File: src/rtl/bridge_pkg.sv
// Shared types and constants for the sys_bridge_n CPU-to-peripheral bridge.
package bridge_pkg;

  typedef enum logic [1:0] {
    IDLE   = 2'd0,
    ACCESS = 2'd1,
    RESP   = 2'd2
  } state_e;

  localparam logic [31:0] ERR_RDATA     = 32'hFFFF_FFFF;
  localparam logic [31:0] DEF_BASE_ADDR = 32'h0000_7f00;
  localparam logic [31:0] DEF_STRIDE    = 32'h0000_0010;
  localparam logic [31:0] DEF_SPAN      = 32'h0000_000C;

  // Width needed to hold a timeout count of 0..timeout.
  function automatic int cnt_width(input int timeout);
    return $clog2(timeout + 1);
  endfunction

endpackage

File: src/rtl/bridge_addr_decode.sv
// Combinational window decoder: byte address to one-hot slot hit vector.
module bridge_addr_decode #(
  parameter int          N_DEV     = 4,
  parameter logic [31:0] BASE_ADDR = 32'h0000_7f00,
  parameter logic [31:0] STRIDE    = 32'h0000_0010,
  parameter logic [31:0] SPAN      = 32'h0000_000C
) (
  input  logic [31:0]      addr,
  output logic [N_DEV-1:0] hit,
  output logic             any_hit
);

  logic [31:0] lo;

  // Offset test against the slot base avoids computing an inclusive upper bound.
  always_comb begin
    hit = '0;
    lo  = '0;
    for (int i = 0; i < N_DEV; i++) begin
      lo = BASE_ADDR + STRIDE * 32'(i);
      if ((addr >= lo) && ((addr - lo) < SPAN)) hit[i] = 1'b1;
    end
  end

  assign any_hit = |hit;

endmodule

File: src/rtl/sys_bridge_n.sv
// Parametrised CPU-to-peripheral bridge with per-slot ack, timeout and irq forwarding.
// Optional macro BRIDGE_IRQ_SYNC_EN: two-flop synchronizer on dev_irq instead of one register.
module sys_bridge_n
  import bridge_pkg::*;
#(
  parameter int          N_DEV     = 4,
  parameter logic [31:0] BASE_ADDR = DEF_BASE_ADDR,
  parameter logic [31:0] STRIDE    = DEF_STRIDE,
  parameter logic [31:0] SPAN      = DEF_SPAN,
  parameter int          TIMEOUT   = 15
) (
  input  logic                 clk,
  input  logic                 reset_n,
  input  logic [31:0]          pr_addr,
  input  logic [31:0]          pr_wd,
  input  logic [3:0]           pr_be,
  input  logic                 pr_we,
  input  logic                 pr_re,
  output logic [31:0]          pr_rd,
  output logic                 pr_ready,
  output logic                 pr_err,
  output logic [29:0]          dev_addr,
  output logic [31:0]          dev_wd,
  output logic [3:0]           dev_be,
  output logic [N_DEV-1:0]     dev_we,
  output logic [N_DEV-1:0]     dev_re,
  input  logic [32*N_DEV-1:0]  dev_rd,
  input  logic [N_DEV-1:0]     dev_ack,
  input  logic [N_DEV-1:0]     dev_irq,
  output logic [N_DEV-1:0]     irq_out,
  output logic [1:0]           dbg_state
);

  localparam int CW = cnt_width(TIMEOUT);

  // CPU side: request held until the one-cycle pr_ready pulse; requests outside IDLE are ignored.
  // Device side: strobe for the selected slot held until that slot's ack or timeout.
  state_e           state_q, state_d;
  logic [CW-1:0]    cnt_q, cnt_d;
  logic [N_DEV-1:0] sel_q, sel_d;
  logic             we_q, we_d;
  logic [29:0]      addr_q, addr_d;
  logic [31:0]      wd_q, wd_d;
  logic [3:0]       be_q, be_d;
  logic [31:0]      rd_q, rd_d;
  logic             err_q, err_d;

  logic [N_DEV-1:0] hit;
  logic             any_hit;
  logic [31:0]      rd_mux;
  logic             ack_sel;

  bridge_addr_decode #(
    .N_DEV(N_DEV), .BASE_ADDR(BASE_ADDR), .STRIDE(STRIDE), .SPAN(SPAN)
  ) u_decode (
    .addr(pr_addr), .hit(hit), .any_hit(any_hit)
  );

  always_comb begin
    rd_mux = '0;
    for (int i = 0; i < N_DEV; i++) begin
      if (sel_q[i]) rd_mux = dev_rd[32*i +: 32];
    end
  end

  assign ack_sel = |(dev_ack & sel_q);

  always_comb begin
    state_d = state_q;
    cnt_d   = cnt_q;
    sel_d   = sel_q;
    we_d    = we_q;
    addr_d  = addr_q;
    wd_d    = wd_q;
    be_d    = be_q;
    rd_d    = rd_q;
    err_d   = err_q;
    unique case (state_q)
      IDLE: begin
        if (pr_we || pr_re) begin
          addr_d = pr_addr[31:2];
          wd_d   = pr_wd;
          be_d   = pr_be;
          we_d   = pr_we;
          sel_d  = hit;
          if (any_hit) begin
            state_d = ACCESS;
          end else begin
            state_d = RESP;
            err_d   = 1'b1;
            rd_d    = ERR_RDATA;
          end
        end
      end
      ACCESS: begin
        cnt_d = cnt_q + 1'b1;
        // An ack on the final allowed cycle still wins over the timeout.
        if (ack_sel) begin
          state_d = RESP;
          err_d   = 1'b0;
          rd_d    = we_q ? 32'h0 : rd_mux;
        end else if (cnt_q == CW'(TIMEOUT - 1)) begin
          state_d = RESP;
          err_d   = 1'b1;
          rd_d    = ERR_RDATA;
        end
      end
      RESP: begin
        state_d = IDLE;
        cnt_d   = '0;
      end
      default: state_d = IDLE;
    endcase
  end

  always_ff @(posedge clk or negedge reset_n) begin
    if (!reset_n) begin
      state_q <= IDLE;
      cnt_q   <= '0;
      sel_q   <= '0;
      we_q    <= 1'b0;
      addr_q  <= '0;
      wd_q    <= '0;
      be_q    <= '0;
      rd_q    <= '0;
      err_q   <= 1'b0;
    end else begin
      state_q <= state_d;
      cnt_q   <= cnt_d;
      sel_q   <= sel_d;
      we_q    <= we_d;
      addr_q  <= addr_d;
      wd_q    <= wd_d;
      be_q    <= be_d;
      rd_q    <= rd_d;
      err_q   <= err_d;
    end
  end

  assign pr_ready  = (state_q == RESP);
  assign pr_rd     = rd_q;
  assign pr_err    = err_q;
  assign dev_addr  = addr_q;
  assign dev_wd    = wd_q;
  assign dev_be    = be_q;
  assign dev_we    = ((state_q == ACCESS) && we_q)  ? sel_q : '0;
  assign dev_re    = ((state_q == ACCESS) && !we_q) ? sel_q : '0;
  assign dbg_state = state_q;

`ifdef BRIDGE_IRQ_SYNC_EN
  logic [N_DEV-1:0] irq_s1_q, irq_s2_q;

  always_ff @(posedge clk or negedge reset_n) begin
    if (!reset_n) begin
      irq_s1_q <= '0;
      irq_s2_q <= '0;
    end else begin
      irq_s1_q <= dev_irq;
      irq_s2_q <= irq_s1_q;
    end
  end

  assign irq_out = irq_s2_q;
`else
  logic [N_DEV-1:0] irq_q;

  always_ff @(posedge clk or negedge reset_n) begin
    if (!reset_n) irq_q <= '0;
    else          irq_q <= dev_irq;
  end

  assign irq_out = irq_q;
`endif

endmodule

File: config.mk
export PLATFORM = sky130hd
export DESIGN_NAME = sys_bridge_n
export DESIGN_NICKNAME = d
export VERILOG_FILES = /design/src/rtl/bridge_pkg.sv /design/src/rtl/bridge_addr_decode.sv /design/src/rtl/sys_bridge_n.sv
export SDC_FILE = /design/constraint.sdc
export NUM_CORES = 1
export LEC_CHECK = 0
export BUFFER_PORTS_ARGS = -buffer_cell sky130_fd_sc_hd__buf_2
export CORE_MARGIN = 2
export CORE_UTILIZATION = 35
export DETAILED_ROUTE_END_ITERATION = 10
export GPL_TIMING_DRIVEN = 0
export PLACE_DENSITY = 0.66
export RECOVER_POWER = 50
export SETUP_SLACK_MARGIN = 0.1
export SLEW_MARGIN = 20
export SYNTH_ARGS = -nofsm -noshare
export SYNTH_HDL_FRONTEND = slang
export SYNTH_HIERARCHICAL = 1
export SYNTH_SLANG_ARGS = --single-unit
File: constraint.sdc
create_clock -name clk -period 2.35 [get_ports clk]
set_clock_uncertainty 0.2 [all_clocks]
set_input_delay 0.1175 -clock clk [delete_from_list [all_inputs] [get_ports clk]]
set_output_delay 0.1175 -clock clk [all_outputs]
set_load 0.01 [all_outputs]
==> results of run 1 <==
-- layer usage --
| metal | global-route usage [%] | up-vias | share of wire [%] | routed length, um |
|---|---|---|---|---|
| met3 | 5.857 | 68 | 7.4 | 2004 |
| met1 | 29.29 | 3563 | 39 | 10560 |
| li1 | - | 3460 | - | - |
| met2 | 44.39 | 393 | 51 | 13760 |
| met4 | 11.70 | 0 | 3.2 | 876 |
| met5 | 0 | - | 0 | 0 |
-- worst min-delay path by stage --
stage	cells past startpoint	endpoint	from	slack [ns]
after global placement	1	irq_out[3]$_DFF_PN0_	dev_irq[3]	0.03
final	4	pr_rd[31]$_DFFE_PN0P_	dev_rd[95]	0.02
after floorplan	0	cnt_q[0]$_DFFE_PN0P_	reset_n	-0.38
after global routing	4	pr_rd[29]$_DFFE_PN0P_	dev_rd[29]	0.02
after detailed placement	1	dev_addr[8]$_DFFE_PN0P_	reset_n	-0.08
after CTS	2	dev_addr[28]$_DFFE_PN0P_	pr_addr[30]	-0.07
-- cells in the mapped netlist (4+ instances only) --
library cell	instances	area (um^2)
o211ai_1	4	30.03
mux2_2	72	810.8
xnor2_1	10	87.58
buf_2	20	100.1
or4_1	4	30.03
a2111oi_0	4	35.03
o32a_1	33	330.3
buf_6	8	90.09
and3_1	6	37.54
ha_1	8	100.1
a21oi_1	19	95.09
buf_4	4	30.03
clkbuf_1	19	71.32
dfrtp_1	114	2853
nor4_1	12	75.07
nor2b_1	36	225.2
and2_1	36	225.2
nor3_1	47	235.2
o32ai_1	4	35.03
nand2_1	18	67.56
a211oi_1	4	30.03
a221oi_2	30	450.4
nand3_1	15	75.07
inv_1	12	45.04
nor2_1	28	105.1
xor2_1	4	35.03
o21ai_0	13	65.06
-- layout make-up --
type	count	share of cell area, %
Multi-Input combinational cell	468	35.31
Timing Repair Buffer	475	27.84
Sequential cell	114	25.39
Clock buffer	19	3.942
Buffer	49	3.006
Tap cell	265	2.951
Clock inverter	13	1.102
Inverter	12	0.4008
Antenna cell	3	0.06681
-- registers in the layout, summed over array words and instances, names as in the netlist --
name,flops
dev_wd,32
pr_rd,32
dev_addr,30
cnt_q,4
dev_be,4
irq_out,4
sel_q,4
dbg_state,2
pr_err,1
we_q,1
-- worst max-delay path: cells and delay by family --
kind / cells / cell delay, ns
AND/OR/NAND/NOR: 5 / 2.12
buffers and inverters: 3 / 0.49
AO/OA/AOI/OAI: 5 / 0.98
-- power by group --
part | leakage, nW | total (mW) | switching [mW] | internal (mW)
Clock | 0.271 | 2.51 | 1.01 | 1.50
Combinational | 3.23 | 3.10 | 1.57 | 1.52
Sequential | 1.25 | 2.93 | 0.337 | 2.60
Total | 4.76 | 8.53 | 2.92 | 5.62
-- layout by cell type, fill, tap and decap left out, types with 5 or more instances in the layout --
master and instances:
a21oi_1 16, buf_4 20, ha_1 7, inv_1 12
nor2b_1 35, dfrtp_1 114, nand2_1 18, and2_1 36
inv_6 5, nand3_1 14, o32a_1 33, buf_2 293
clkbuf_2 5, buf_6 22, xnor2_1 10, o21ai_0 13
clkbuf_1 46, nor4_1 7, a221oi_2 30, clkbuf_16 17
nor2_1 27, mux2_2 69, dlygate4sd3_1 132, nor3_1 41
nor3_2 6, and3_1 6
-- logic make-up (layout without fill, tap and decap cells) --
group           Yosys count  count (layout)
simple gates            227             227
compound gates          145             145
flops                   114             114
mux                      73              73
buf+inv                  67             568
xor+xnor                 14              14
fa+ha+maj                 9               9
other cells               0               3
-- repair_timing --
| action | CTS | global route |
|---|---|---|
| hold buffers | 131 | 1 |
| pin swaps | 10 | 6 |
| resized for setup | 52 | 23 |
| setup endpoints to repair | 47 | 46 |
| buffers inserted | 17 | 3 |
| cloned | 3 | 1 |
| hold endpoints to repair | 219 | 1 |
-- per-stage QoR --
step / util, % / total power [mW]
floorplan: - / 4.550
global placement: 45.86 / 5.721
detailed placement: 46.07 / 5.792
CTS: 57.59 / 8.618
global route: 57.74 / 9.028
finish: 57.74 / 8.534
==> impl_metrics.ini, run 1 <==
[run_status]
status = finished, violations left
violations = setup timing

[yosys]
synth_compound_area_share_pct = 19.78
yosysWarnings = 6
synth_top_family_by_area = compound AO/OA/AOI/OAI gates
synth-xor-area-share_pct = 1.767
ys.flop_type = dfrtp_1
ys_seq_elements = 114
yosysUniqueCellTypes = 69
syn_area_per_cell_um2 = 10.69
synth_fa_ha_area_share_pct = 1.586
synth_edf_count = 0
synth_simple_gate_area_share_pct = 18.68
synth_cells = 649
async_flop_share_pct = 100.0
syn_area_mm2 = 0.006940
yosysSeqAreaShare_pct = 41.10
synth_fp_nets = 865
synth.area.mux_share_pct = 11.83

[sta]
report.final.slew_viol_count = 0
slew_headroom_pct = 2.798
final_hold_viol_count = 0
fin_setup_tns_ns = -42.28
max_freq_mhz = 279.2
whs_ns = 0.01769
setup_viol = 38
tightestPinTransition_ns = 1.458
fin_crit_sh_pct = 152.4
timing.final.ws_setup_ns = -1.232
fin_crit_ns = 3.582
rsz0062_at_grt = true

[place]
dp_hpwl_um = 18340
dp_cells = 1234
portBuffers = 319
dpl_worst_slack_ns = -1.891
placed_area_mm2 = 0.008966
gp_congestion = 0.9568

[die]
start_util_pct = 35.66
die_height_um = 144.8
dieWidth_um = 144.8
fp.dieArea_mm2 = 0.02097
coreArea_mm2 = 0.01946
io_pins = 322
rows = 51

[worst_setup_path]
required_ns = 2.49
endpoint = pr_rd[4]$_DFFE_PN0P_
startpoint = pr_addr[20]
cpMaxStageDelayCell = or4_4
crit_top_cell = or4_4
r2r-start = dbg_state[1]$_DFFE_PN0P_
crit_arrival_ns = 3.73
critPathMaxStageDelay_ns = 0.60
crit_fanout = 10
path_cells = buf_6 > or4_4 > or4b_4 > buf_6 > or4_4 > o211ai_2 > a2111o_1 > nor4_4 > or4_4 > a2bb2oi_4 > a31oi_4 > buf_4 > o32a_1
critPathKind = primary input to flop
r2r_slack_ns = 0.06
cp-start-kind = primary input
cp-end-kind = flop
rr_worst_depth = 7
r2r-end = pr_rd[4]$_DFFE_PN0P_

[power_and_ir_drop]
pwr_density_cell_mw_per_mm2 = 759.5
p_leak_nw = 4.756
vdd_drop_max_v = 0.0005310

[finish]
area_growth_pct = 61.91
fin_area_mm2 = 0.01124
stdcell_count = 1418
drive_gt1_share_pct = 45.30
seq_area_mm2 = 0.002853
nets = 1353
multiInputGateArea_mm2 = 0.003968
nFillCells = 1684

[routing]
ant_nets = 0
drtPass1Iterations = 5
avgViaCountPerCell = 5.278
drc = 0
wl_per_cell_um = 19.19
drt_iter0_markers = 680
vias = 7484
routed_wl_um = 27210

[clocking]
cts_sinks = 114
cts.htree.levels = 4
cts_buffer_depth = 2
clockRootBuffer = clkbuf_16
cts_tree = done
clk_pin_slew_ns = 0.05
insertion_delay_ns = 0.41
numCtsBuffers = 17

[global_routing]
grt_usage_pct = 25.32
grt_pass1_vias = 7510
grt_pass1_wl_um = 40320
grt_overflow_total = 0
grt_max_degree = 61
antenna_found_initial = 3

[job]
maxCapViolCount = 0

[worst_hold_path]
hp-class = primary input to flop
No activity file was read; power rests on OpenSTA's default activity.
==> run 2, diff against run 1 <==
Settings changed: PLACE_DENSITY 0.66 to not set.
==> run 2 against run 1 <==
- the flow finishes with violations (capacitance limit, slew limit, setup timing)
- sequential share of layout area is 0.45 points lower
- first-iteration DRC count is 24% lower
- total power is 1.1% lower
- largest cell class unchanged
- flip-flop and latch count stayed put
- clock power is 2% lower
- critical path depth stayed put
- sequential power hardly changed
- setup slack worse by 0.052 ns
- combinational power is 2% lower
- wire length is 0.61% higher
==> impl_metrics.ini, run 2 (synthesis gave the netlist of run 1 again) <==
[power_and_ir_drop]
p_leak_nw = 4.835
total_power_mw = 8.441
vdd_drop_max_v = 0.0006565
pwr_density_cell_mw_per_mm2 = 737.9

[sta]
slew_headroom_pct = -15.90
fin_crit_ns = 3.634
fin_setup_tns_ns = -45.10
final_hold_viol_count = 0
timing.final.ws_setup_ns = -1.284
rsz0062_at_grt = true
whs_ns = 0.006368
max_freq_mhz = 275.2
setup_viol = 39
report.final.slew_viol_count = 28
tightestPinTransition_ns = 1.739
fin_crit_sh_pct = 154.6

[finish]
stdcell_count = 1436
utilization_pct = 58.77
num_antenna_cells = 0
nFillCells = 1709
final_common_cell = buf_2
seq_area_mm2 = 0.002853
area_growth_pct = 64.81
nets = 1374
drive_gt1_share_pct = 44.75
multiInputGateArea_mm2 = 0.003981
final_cell_mix = buf_2, dlygate4sd3_1, dfrtp_1
fin_area_mm2 = 0.01144

[place]
placed_area_mm2 = 0.008971
dp_cells = 1234
gp_congestion = 0.9349
portBuffers = 319
dpl_worst_slack_ns = -1.933
dp_hpwl_um = 18690

[routing]
drt_iter0_markers = 516
drtPass1Iterations = 5
routed_wl_um = 27370
ant_nets = 0
vias = 7499
avgViaCountPerCell = 5.222
wl_per_cell_um = 19.06
drc = 0

[clocking]
clockRootBuffer = clkbuf_16
cts_sinks = 114
cts.htree.levels = 4
clk_pin_slew_ns = 0.06
numCtsBuffers = 17
cts_buffer_depth = 2
insertion_delay_ns = 0.42
cts_tree = done

[worst_setup_path]
path_cells = buf_8 > or4_4 > or4b_4 > buf_6 > or4_4 > o211ai_2 > nand4b_1 > nor4_4 > or4_4 > o21ai_4 > nand3b_4 > buf_8 > o32a_1
critPathMaxStageDelay_ns = 0.61
cp-end-kind = flop
cp-start-kind = primary input
crit_arrival_ns = 3.73
crit_top_cell = or4_4
crit_fanout = 6
critPathKind = primary input to flop
cpMaxStageDelayCell = or4_4
r2r_slack_ns = 0.08
required_ns = 2.45

[worst_hold_path]
hp-class = primary input to flop

[die]
fp.dieArea_mm2 = 0.02097
rows = 51
io_pins = 322
start_util_pct = 35.66
die_height_um = 144.8
coreArea_mm2 = 0.01946
dieWidth_um = 144.8

[global_routing]
grt_usage_pct = 25.42
antenna_found_initial = 0
grt_overflow_total = 0
grt_max_degree = 76
grt_pass1_vias = 7724
grt_pass1_wl_um = 40730

[run_status]
violations = capacitance limit, slew limit, setup timing
status = finished, violations left

[job]
maxCapViolCount = 1
-- run 2: final timing paths --
check                                          from                       to  cells past startpoint
setup reg to reg           dbg_state[1]$_DFFE_PN0P_    pr_rd[12]$_DFFE_PN0P_                      7
max in group asynchronous                   reset_n     sel_q[0]$_DFFE_PN0P_                      3
hold reg to reg                  pr_err$_DFFE_PN0P_       pr_err$_DFFE_PN0P_                      1
min in group asynchronous                   reset_n  dev_addr[4]$_DFFE_PN0P_                      3
hold / removal                           dev_rd[58]    pr_rd[26]$_DFFE_PN0P_                      4
setup / recovery                        pr_addr[24]    pr_rd[12]$_DFFE_PN0P_                     13
-- run 2: metal layers --
metal / global-route usage (%) / vias to the layer above / share of wire (%)
met5: 0 / - / 0
met4: 10.42 / 0 / 3.2
met2: 44.91 / 405 / 50
met1: 29.19 / 3544 / 39
li1: - / 3483 / -
met3: 6.614 / 67 / 8.2
-- run 2: worst max-delay path, delay by kind of cell --
kind | cells | cell delay [ns]
buffers and inverters | 3 | 0.43
AO/OA/AOI/OAI | 3 | 0.63
AND/OR/NAND/NOR | 7 | 2.54
-- run 2: layout make-up --
type | instances | area share (%)
Timing Repair Buffer | 490 | 28.74
Clock buffer | 17 | 3.719
Multi-Input combinational cell | 468 | 34.81
Tap cell | 265 | 2.899
Buffer | 55 | 3.424
Sequential cell | 114 | 24.94
Inverter | 12 | 0.3938
Clock inverter | 15 | 1.083
-- run 2: what timing repair did --
item                                   4_1_cts  5_1_grt
resized for setup                           60       33
endpoints found under the hold margin      219        0
buffers inserted                            28        5
hold buffers                               138        0
setup endpoints to repair                   47       45
gates cloned                                 1        0
pin swaps                                    8        8
-- run 2: report_power, final --
| group | switching, mW | internal (mW) | total [mW] |
|---|---|---|---|
| clock network | 1.08 | 1.38 | 2.45 |
| logic | 1.55 | 1.50 | 3.05 |
| registers | 0.341 | 2.60 | 2.94 |
==> run 3, diff against run 2 <==
Settings changed: BUFFER_PORTS_ARGS -buffer_cell sky130_fd_sc_hd__buf_2 to -buffer_cell sky130_fd_sc_hd__buf_4.
==> run 3 against run 2 <==
- the run ends with hold timing, capacitance limit, slew limit, setup timing left
- cell count is 0.28% lower
- critical path depth stayed put
- die area stayed put
- sequential power hardly changed
- wire length is 0.97% higher
- global-route usage is 0.42 points higher
- flip-flop and latch count stayed put
- setup slack better by 0.021 ns
- hold slack worse by 0.23 ns
- maximum frequency is 0.59% higher
- total power is 4.0% higher
- non-clock buffer count is 4 lower
- largest cell class is now buffers
- largest power group unchanged
- highest routed layer unchanged
==> impl_metrics.ini, run 3 (synthesis gave the netlist of run 1 again) <==
[worst_hold_path]
hp-class = primary input to flop
hold_end = dev_addr[21]$_DFFE_PN0P_
min-delay-start = pr_addr[23]
min_delay_path_depth = 2

[clocking]
clk_pin_slew_ns = 0.06
insertion_delay_ns = 0.41
clockRootBuffer = clkbuf_16
numCtsBuffers = 17
ctsHoldBuffers = 137
cts.htree.levels = 4
cts_buffer_depth = 2
cts_tree = done
cts_sinks = 114

[sta]
fin_crit_sh_pct = 153.7
whs_ns = -0.2273
tightestPinTransition_ns = 1.660
timing.final.ws_setup_ns = -1.263
fin_crit_ns = 3.613
rsz0062_at_grt = true
report.final.slew_viol_count = 64
final_hold_viol_count = 1
max_freq_mhz = 276.8
setup_viol = 39
fin_setup_tns_ns = -43.67
slew_headroom_pct = -10.66

[job]
maxCapViolCount = 1

[place]
dpl_worst_slack_ns = -1.903
placed_area_mm2 = 0.009762
dp_hpwl_um = 19510
portBuffers = 319
dp_cells = 1234
gp_congestion = 0.9249

[worst_setup_path]
critPathKind = primary input to flop
cp-end-kind = flop
r2r_slack_ns = 0.04
rr_worst_depth = 7
r2r-start = dbg_state[1]$_DFFE_PN0P_
path_cells = buf_8 > or4_4 > or4b_4 > buf_6 > or4_4 > o211ai_2 > nand4b_1 > nor4_4 > or4_4 > o21ai_4 > nand3b_4 > buf_6 > o32a_1
startpoint = pr_addr[20]
critPathMaxStageDelay_ns = 0.62
required_ns = 2.45
cpMaxStageDelayCell = or4_4
crit_arrival_ns = 3.72
crit_top_cell = or4_4
r2r-end = pr_rd[20]$_DFFE_PN0P_
crit_fanout = 8
cp-start-kind = primary input

[die]
io_pins = 322
start_util_pct = 35.66
rows = 51
coreArea_mm2 = 0.01946
die_height_um = 144.8
dieWidth_um = 144.8
fp.dieArea_mm2 = 0.02097

[routing]
drt_iter0_markers = 476
ant_nets = 0
drc = 0
avgViaCountPerCell = 5.226
drtPass1Iterations = 5
vias = 7483
wl_per_cell_um = 19.30
routed_wl_um = 27640

[finish]
seq_area_mm2 = 0.002853
area_growth_pct = 72.07
nFillCells = 1700
nets = 1370
final_cell_mix = buf_4, dlygate4sd3_1, dfrtp_1
num_antenna_cells = 0
multiInputGateArea_mm2 = 0.003940
stdcell_count = 1432
drive_gt1_share_pct = 42.50
final_common_cell = buf_4
fin_area_mm2 = 0.01194

[power_and_ir_drop]
p_int_mw = 5.792
pwr-share-seq_pct = 33.7
total_power_mw = 8.782
p_sw_mw = 2.990
pwr_density_cell_mw_per_mm2 = 735.3
switching_share_pct = 34.05
pwr-share-clk_pct = 28.8
p_leak_nw = 4.977
combPwrFrac_pct = 37.6
vdd_drop_max_v = 0.0005935

[global_routing]
grt_overflow_total = 0
grt_max_degree = 64
antenna_found_initial = 0
grt_usage_pct = 25.83
grt_pass1_vias = 7877
grt_pass1_wl_um = 41680

[run_status]
status = finished, violations left
violations = hold timing, capacitance limit, slew limit, setup timing
-- run 3: cell types whose count changed in the layout (fill, tap and decap cells not counted), moves of 3 or more --
cell / before / now
buf_2: 277 / 17
buf_4: 21 / 268
clkbuf_1: 60 / 81
buf_6: 29 / 22
clkbuf_4: 8 / 5
inv_6: 6 / 3
-- run 3: how the worst max path moves through the flow --
stage                                       end  cells past startpoint
after detailed placement  pr_rd[20]$_DFFE_PN0P_                     13
after global routing      pr_rd[20]$_DFFE_PN0P_                     13
after CTS                 pr_rd[20]$_DFFE_PN0P_                     13
final                      pr_rd[9]$_DFFE_PN0P_                     13
after floorplan           pr_rd[22]$_DFFE_PN0P_                     13
after global placement    pr_rd[17]$_DFFE_PN0P_                     13
-- run 3: cell type report --
type	count	area share (%)
multi-input combinational	468	32.99
timing repair buffer	488	32.12
sequential	114	23.89
clock buffer	19	3.709
buffer	53	3.059
tap	265	2.776
clock inverter	13	1.079
inverter	12	0.3772
-- run 3: repair_timing --
action,in CTS,in global routing
gates cloned,2,0
buffers inserted,25,5
pin swaps,6,5
setup endpoints to repair,46,42
endpoints found under the hold margin,186,1
gates resized for setup,47,17
-- run 3: power groups by stage --
stage	clock [mW]	combinational, mW	sequential (mW)
2_1_floorplan	0	1.33	3.22
3_3_place_gp	0	3.27	2.94
3_5_place_dp	0	3.30	2.97
4_1_cts	2.60	3.62	2.96
5_1_grt	2.69	3.53	3.03
6_report	2.53	3.30	2.96
-- run 3: through the flow --
stage          util (%)  hold WS [ns]
2_1_floorplan         -       -0.3781
3_3_place_gp      49.96       0.02736
3_5_place_dp      50.16      -0.03509
4_1_cts           62.26       -0.2360
5_1_grt           61.36       -0.2373
6_report          61.36       -0.2273
-- run 3: worst max-delay path, delay by kind of cell --
kind            cells  cell delay [ns]
compound gates      3             0.67
buf+inv             3             0.42
simple gates        7             2.51
-- run 3: per-layer routing --
metal	up-vias	GRT usage [%]	wire length, um
li1	3491	-	-
met1	3552	30.32	10870
met2	380	45.61	13710
met3	60	6.811	2295
met4	0	8.891	762
met5	-	0	0
